$ cat src/rtl/multi_cycle_ctrl_pkg.sv
// Shared encodings for the multi-cycle controller: FSM states, instruction classes,
// MIPS opcode/funct values, and the pc_src and err output codes.
package multi_cycle_ctrl_pkg;

    typedef enum logic [3:0] {
        ST_IDLE     = 4'd0,
        ST_FETCH    = 4'd1,
        ST_DECODE   = 4'd2,
        ST_EXEC_R   = 4'd3,
        ST_EXEC_I   = 4'd4,
        ST_MEM_ADDR = 4'd5,
        ST_MEM_RD   = 4'd6,
        ST_MEM_WR   = 4'd7,
        ST_WB_REG   = 4'd8,
        ST_WB_MEM   = 4'd9,
        ST_BRANCH   = 4'd10,
        ST_JUMP     = 4'd11,
        ST_HALT     = 4'd12
    } state_t;

    typedef enum logic [3:0] {
        CLS_RTYPE, CLS_ITYPE, CLS_LOAD, CLS_STORE, CLS_BRANCH,
        CLS_JUMP, CLS_JR, CLS_SYSCALL, CLS_ILLEGAL
    } instr_cls_t;

    localparam logic [5:0] OP_RTYPE = 6'h00;
    localparam logic [5:0] OP_J     = 6'h02;
    localparam logic [5:0] OP_JAL   = 6'h03;
    localparam logic [5:0] OP_BEQ   = 6'h04;
    localparam logic [5:0] OP_BNE   = 6'h05;
    localparam logic [5:0] OP_ADDI  = 6'h08;
    localparam logic [5:0] OP_ADDIU = 6'h09;
    localparam logic [5:0] OP_SLTI  = 6'h0A;
    localparam logic [5:0] OP_ANDI  = 6'h0C;
    localparam logic [5:0] OP_ORI   = 6'h0D;
    localparam logic [5:0] OP_LW    = 6'h23;
    localparam logic [5:0] OP_SW    = 6'h2B;

    localparam logic [5:0] FN_SLL     = 6'h00;
    localparam logic [5:0] FN_SRL     = 6'h02;
    localparam logic [5:0] FN_SRA     = 6'h03;
    localparam logic [5:0] FN_JR      = 6'h08;
    localparam logic [5:0] FN_SYSCALL = 6'h0C;
    localparam logic [5:0] FN_ADD     = 6'h20;
    localparam logic [5:0] FN_ADDU    = 6'h21;
    localparam logic [5:0] FN_SUB     = 6'h22;
    localparam logic [5:0] FN_AND     = 6'h24;
    localparam logic [5:0] FN_OR      = 6'h25;
    localparam logic [5:0] FN_NOR     = 6'h27;
    localparam logic [5:0] FN_SLT     = 6'h2A;
    localparam logic [5:0] FN_SLTU    = 6'h2B;

    localparam logic [1:0] PC_SRC_PLUS4  = 2'd0;
    localparam logic [1:0] PC_SRC_BRANCH = 2'd1;
    localparam logic [1:0] PC_SRC_JUMP   = 2'd2;
    localparam logic [1:0] PC_SRC_REG    = 2'd3;

    localparam logic [1:0] ERR_NONE    = 2'd0;
    localparam logic [1:0] ERR_ILLEGAL = 2'd1;
    localparam logic [1:0] ERR_TIMEOUT = 2'd2;

endpackage

$ cat src/rtl/mc_decode.sv
// Combinational opcode/funct classifier; is_bne and is_link refine BRANCH and JUMP.
// Zero latency, no handshake.
module mc_decode
    import multi_cycle_ctrl_pkg::*;
(
    input  logic [5:0] opcode,
    input  logic [5:0] funct,
    output instr_cls_t cls,
    output logic       is_bne,
    output logic       is_link
);

    always_comb begin
        cls     = CLS_ILLEGAL;
        is_bne  = (opcode == OP_BNE);
        is_link = (opcode == OP_JAL);
        case (opcode)
            OP_RTYPE: begin
                case (funct)
                    FN_ADD, FN_ADDU, FN_SUB, FN_AND, FN_OR, FN_NOR,
                    FN_SLT, FN_SLTU, FN_SLL, FN_SRL, FN_SRA: cls = CLS_RTYPE;
                    FN_JR:                                   cls = CLS_JR;
                    FN_SYSCALL:                              cls = CLS_SYSCALL;
                    default:                                 cls = CLS_ILLEGAL;
                endcase
            end
            OP_ADDI, OP_ADDIU, OP_ANDI, OP_ORI, OP_SLTI: cls = CLS_ITYPE;
            OP_LW:                                       cls = CLS_LOAD;
            OP_SW:                                       cls = CLS_STORE;
            OP_BEQ, OP_BNE:                              cls = CLS_BRANCH;
            OP_J, OP_JAL:                                cls = CLS_JUMP;
            default:                                     cls = CLS_ILLEGAL;
        endcase
    end

endmodule

$ cat src/rtl/multi_cycle_ctrl.sv
// Moore control FSM for a multi-cycle MIPS datapath; 3-5 cycles per instruction at zero wait.
// Memory stalls on mem_ready low; MEM_TIMEOUT consecutive low cycles halt with a bus error.
module multi_cycle_ctrl
    import multi_cycle_ctrl_pkg::*;
#(
    parameter int MEM_TIMEOUT = 255
) (
    input  logic       clk,
    input  logic       rst,
    input  logic [5:0] opcode,
    input  logic [5:0] funct,
    input  logic       zero,
    input  logic       mem_ready,
    input  logic       resume,
    output logic       ir_we,
    output logic       pc_we,
    output logic [1:0] pc_src,
    output logic       iord,
    output logic       mem_rd,
    output logic       mem_wr,
    output logic       reg_we,
    output logic       retire,
    output logic       halted,
    output logic [1:0] err,
    output logic [3:0] state
);

    localparam int CW = $clog2(MEM_TIMEOUT + 1);

    state_t     st_q, st_nxt;
    logic [1:0] err_q, err_nxt;
    logic [CW-1:0] wait_cnt;
    instr_cls_t cls, cls_q;
    logic       is_bne, is_link, bne_q, link_q;
    logic       in_wait, timeout;

    mc_decode u_decode (
        .opcode  (opcode),
        .funct   (funct),
        .cls     (cls),
        .is_bne  (is_bne),
        .is_link (is_link)
    );

    assign in_wait = (st_q == ST_FETCH) || (st_q == ST_MEM_RD) || (st_q == ST_MEM_WR);
    // The current low cycle is the MEM_TIMEOUT-th one; a high mem_ready here still completes.
    assign timeout = ~mem_ready && (wait_cnt == CW'(MEM_TIMEOUT - 1));

    always_ff @(posedge clk or posedge rst) begin
        if (rst) begin
            st_q     <= ST_IDLE;
            err_q    <= ERR_NONE;
            wait_cnt <= '0;
            cls_q    <= CLS_ILLEGAL;
            bne_q    <= 1'b0;
            link_q   <= 1'b0;
        end else begin
            st_q     <= st_nxt;
            err_q    <= err_nxt;
            wait_cnt <= (in_wait && st_nxt == st_q) ? wait_cnt + 1'b1 : '0;
            if (st_q == ST_DECODE) begin
                cls_q  <= cls;
                bne_q  <= is_bne;
                link_q <= is_link;
            end
        end
    end

    always_comb begin
        st_nxt  = st_q;
        err_nxt = err_q;
        ir_we   = 1'b0;
        pc_we   = 1'b0;
        pc_src  = PC_SRC_PLUS4;
        iord    = 1'b0;
        mem_rd  = 1'b0;
        mem_wr  = 1'b0;
        reg_we  = 1'b0;
        retire  = 1'b0;
        halted  = 1'b0;
        case (st_q)
            ST_IDLE: st_nxt = ST_FETCH;
            ST_FETCH: begin
                mem_rd = 1'b1;
                if (mem_ready) begin
                    ir_we  = 1'b1;
                    pc_we  = 1'b1;
                    st_nxt = ST_DECODE;
                end else if (timeout) begin
                    st_nxt  = ST_HALT;
                    err_nxt = ERR_TIMEOUT;
                end
            end
            ST_DECODE: begin
                case (cls)
                    CLS_RTYPE:            st_nxt = ST_EXEC_R;
                    CLS_ITYPE:            st_nxt = ST_EXEC_I;
                    CLS_LOAD, CLS_STORE:  st_nxt = ST_MEM_ADDR;
                    CLS_BRANCH:           st_nxt = ST_BRANCH;
                    CLS_JUMP, CLS_JR:     st_nxt = ST_JUMP;
                    CLS_SYSCALL: begin
                        st_nxt  = ST_HALT;
                        err_nxt = ERR_NONE;
                    end
                    default: begin
                        st_nxt  = ST_HALT;
                        err_nxt = ERR_ILLEGAL;
                    end
                endcase
            end
            ST_EXEC_R, ST_EXEC_I: st_nxt = ST_WB_REG;
            ST_MEM_ADDR: st_nxt = (cls_q == CLS_LOAD) ? ST_MEM_RD : ST_MEM_WR;
            ST_MEM_RD: begin
                mem_rd = 1'b1;
                iord   = 1'b1;
                if (mem_ready) begin
                    st_nxt = ST_WB_MEM;
                end else if (timeout) begin
                    st_nxt  = ST_HALT;
                    err_nxt = ERR_TIMEOUT;
                end
            end
            ST_MEM_WR: begin
                mem_wr = 1'b1;
                iord   = 1'b1;
                if (mem_ready) begin
                    retire = 1'b1;
                    st_nxt = ST_FETCH;
                end else if (timeout) begin
                    st_nxt  = ST_HALT;
                    err_nxt = ERR_TIMEOUT;
                end
            end
            ST_WB_REG, ST_WB_MEM: begin
                reg_we = 1'b1;
                retire = 1'b1;
                st_nxt = ST_FETCH;
            end
            ST_BRANCH: begin
                retire = 1'b1;
                pc_src = PC_SRC_BRANCH;
                pc_we  = bne_q ? ~zero : zero;
                st_nxt = ST_FETCH;
            end
            ST_JUMP: begin
                pc_we  = 1'b1;
                retire = 1'b1;
                pc_src = (cls_q == CLS_JR) ? PC_SRC_REG : PC_SRC_JUMP;
                reg_we = link_q;
                st_nxt = ST_FETCH;
            end
            ST_HALT: begin
                halted = 1'b1;
                if (err_q == ERR_NONE && resume)
                    st_nxt = ST_FETCH;
            end
            default: st_nxt = ST_IDLE;
        endcase
    end

    assign err   = err_q;
    assign state = st_q;

endmodule
$ cat config.mk
export PLATFORM = sky130hd
export DESIGN_NAME = multi_cycle_ctrl
export DESIGN_NICKNAME = d
export VERILOG_FILES = /design/src/rtl/multi_cycle_ctrl_pkg.sv /design/src/rtl/mc_decode.sv /design/src/rtl/multi_cycle_ctrl.sv
export SDC_FILE = /design/constraint.sdc
export NUM_CORES = 1
export LEC_CHECK = 0
export CAP_MARGIN = 25
export CORE_MARGIN = 8
export CORE_UTILIZATION = 37
export DETAILED_ROUTE_END_ITERATION = 8
export GPL_ROUTABILITY_DRIVEN = 0
export SYNTH_ARGS = -nofsm -noshare
export SYNTH_HDL_FRONTEND = slang
export SYNTH_SLANG_ARGS = --single-unit
$ cat constraint.sdc
create_clock -name clk -period 3.3 [get_ports clk]
set_input_delay 0.66 -clock clk [delete_from_list [all_inputs] [get_ports clk]]
set_output_delay 0.66 -clock clk [all_outputs]
set_load 0.01 [all_outputs]
==> results.txt <==
The run finished with clean final reports. The net total in the final layout came out at about 240. Detailed placement ended at an HPWL of roughly 3.1 mm. The register share of total power is 0.328. The cell family with the largest share of critical-path delay is buffers and inverters. The number of failing hold endpoints at the final stage came out at 0. On the final layout, the worst clock skew is 8.347 ps.

Setup repair after global routing left no endpoint under its margin. Post-CTS timing repair inserted 0 buffers for setup. The overall track demand over capacity in global routing is 0.1235. The pre-CTS worst setup slack is approximately 620 ps. The die span in x is approximately 82 µm. The actual slew at the worst max-slew pin came out at about 750 ps. The number of cells upsized or downsized after cts is 0. The area growth from synthesis to layout is 25.20%. The initial core utilization is 0.3753. The main flop type after synthesis is dfrtp_1. The number of port buffers came out at 32. Synthesis produced a netlist whose cell count is between 150 and 200. The leakage power of the design came out at approximately 0.0008 µW.

The per-cell via count in the routed design is roughly 5.6. The number of DRC violations after detailed-routing iteration 0 came out at 67. The switching share of total power is 0.3839. The design draws between 1000 and 1500 µW. The synthesized area per cell came out at approximately 8.2 µm². The worst min-delay path class is reg -> reg. For this design the total switching power over the nets is roughly 510 µW. The final critical path time including I/O delays and setup came out at 2812 ps.

In this run the worst path has a maximum fanout of 11. The tree is rooted in a clkbuf_8. Final hold analysis gives a worst-case slack of 466.6 ps. The cell area after technology mapping came out at around 0.0016 mm². The number of different library cells in the post-synthesis netlist came out at 58. The final setup violation count came out at 0.

The core region area is about 0.0042 mm². The highest ir drop seen on vdd is a little under 0.2 mV. The via count of the first global-routing pass came out at ~1400. The floorplan step set the die height to 81.54 µm.

The final global-route overflow total is 0. The sum of negative setup slack came out at 0 ps. The relative slew slack is 0.4968. Leaving out fill and tap cells, the most frequent cell in the layout is clkdlybuf4s50_1. The post-detailed-routing wire length came out at between 3 and 4 mm. The first-pass GRT wire length is 6.575 mm. The non-filler instance count after layout is 270. The clock latency on the worst-skew pair came out at 260 ps.

The initialized floorplan defines 24 standard-cell rows. Counting flops and latches in the post-synthesis netlist gives 20. Dividing the detail-routed wire length by the instance count gives approximately 15 µm.

Based on the critical path, the design can be clocked at up to roughly 0.36 GHz. The final-report max-slew violation count was 0. The count of boundary I/O pins is 33.

The CTS tree is built. The routed via count came out at 1510. The worst setup path is captured at a primary output. The worst path meets setup with 487.8 ps of slack. Ranked by total cell area, the synthesized netlist is headed by dfrtp_1 (30%), nor2_1 (7.3%), xor2_1 (3.9%), nand2_1 (3.5%), a31oi_1 (2.8%). The internal power came out at about 820 µW. The number of buffers inserted during clock tree synthesis is 3.

The max-cap check violation count is 0. The largest area contributor in the synthesized netlist is dfrtp_1. The number of buffers inserted for hold repair after clock tree synthesis is 0.

The fill cell instance count of the final layout came out at around 440. The sink count of the clock tree came out at 20. The number of antenna cells inserted came out at 0. The proportion of netlist area held by the largest area contributor is 0.2992. For this run, the number of Yosys warnings is 0. The count of buffer and inverter cells on the critical path is 1.

The count of flip-flops with a built-in enable after synthesis is 0. The clock-pin transition on the worst setup and hold timing paths came out at ~70 ps. Counting along the longest clock path gives a buffer depth of 2. The fraction of final layout cells with drive strength greater than 1 came out at 0.07798.

The largest net degree at the start of global routing is 21. The portion of total power attributed to the clock network came out at 0.184. The ratio of total power to cell area is roughly 670 mW/mm².

The residual antenna-violating net count after detailed routing is 0. The worst endpoint data arrival time is approximately 2200 ps. Of the available clock period, the critical path in the final layout requires 0.8522.

The highest cell delay on the worst timing path came out at approximately 600 ps. The type of origin of the critical path is a flip-flop. The H-tree depth is 1. The combinational share of power is 0.488.

The total DRC errors in the routed layout came out at 0. The worst setup path is of the reg -> out kind. The critical path goes through nor2b_1 -> nand2_1 -> a21oi_1 -> clkdlybuf4s50_1.

The library cell contributing the largest single delay on the critical path is clkdlybuf4s50_1. The instance count after placement with tap cells included is roughly 270. The die covers 0.006648 mm². The required time of the critical path came out at between 2000 and 3000 ps. Of all flip-flops after synthesis, the portion carrying an async set or reset was 1.000. The net count of the mapped netlist came out at 212. The post-synthesis sequential area ratio came out at 0.3157. The number of antenna violations at the first check in global routing came out at 0. For this run, the detailed router's first-pass iteration total came to 6. The top cell types in the final layout, fill and taps aside, are clkdlybuf4s50_1 (32), nor2_1 (31), dfrtp_1 (19), nand2_1 (15), inv_1 (8).
worst reg2reg max path, stage by stage (launching register included):
cell	delay, ps
dfrtp_1	500
buf_4	230
or4b_4	610
a21oi_2	170
o31ai_1	110
o21bai_1	210
a21o_1	190
cells in the mapped netlist (4+ instances only):
master	number
dfrtp_1	19
nand2b_1	7
xor2_1	7
o21ai_0	7
o21bai_1	4
a21oi_1	7
clkbuf_1	8
nand3_1	5
a31oi_1	7
nor2_1	31
nand2_1	15
inv_1	8
routing by layer:
metal | vias to the layer above | track usage | share of wire | routed length [µm]
met5 | - | 0 | 0 | 0
met4 | 0 | 0.05357 | 0.017 | 67
met3 | 5 | 0.01969 | 0.049 | 192
met2 | 32 | 0.1909 | 0.44 | 1756
met1 | 712 | 0.1658 | 0.49 | 1937
li1 | 761 | - | - | -
cells by family after synthesis:
kind of cell,Yosys count,synth area share
and+or+nand+nor,86,0.3047
AOI/OAI and AO/OA,54,0.2441
buffers and inverters,22,0.06850
DFF,20,0.3158
xor gates and xnor gates,8,0.04410
adders and majority gates,2,0.01575
muxes,1,0.007086
power by group through the flow:
stage          combinational [µW]  sequential (µW)  clock (µW)
2_1_floorplan                 429              404           0
3_3_place_gp                  652              441           0
3_5_place_dp                  653              440           0
4_1_cts                       656              435         251
5_1_grt                       721              450         259
6_report                      649              436         245
flip-flops by register name, indices dropped and copies added, names as in the netlist:
name / count
cls_q: 4
bne_q: 1
wait_cnt: 8
link_q: 1
err: 2
state: 4
through the flow:
step,cell area (µm²),utilization
6_report,1989,0.4699
5_1_grt,1989,0.4699
4_1_cts,1989,0.4699
3_5_place_dp,1918,0.4530
3_3_place_gp,1918,0.4530
2_1_floorplan,1589,-
area by class of cell:
| type | instances | area (µm²) | area share |
|---|---|---|---|
| Clock buffer | 3 | 41.29 | 0.02075 |
| Clock inverter | 1 | 30.03 | 0.01509 |
| Inverter | 8 | 30.03 | 0.01509 |
| Multi-Input combinational cell | 151 | 978.4 | 0.4918 |
| Sequential cell | 20 | 501.7 | 0.2522 |
| Tap cell | 52 | 65.06 | 0.03270 |
| Timing Repair Buffer | 35 | 342.8 | 0.1723 |
final timing paths:
kind,from,endpoint,slack (ps),cells after the start
min in group asynchronous,rst,wait_cnt[4],820,2
max,state[2],pc_src[0],490,4
min,cls_q[3],cls_q[3],470,2
max in group asynchronous,rst,err[0],2000,2
max reg2reg,state[2],err[1],1190,6
min reg2reg,cls_q[3],cls_q[3],470,2
(Power assumes the default switching activity.)
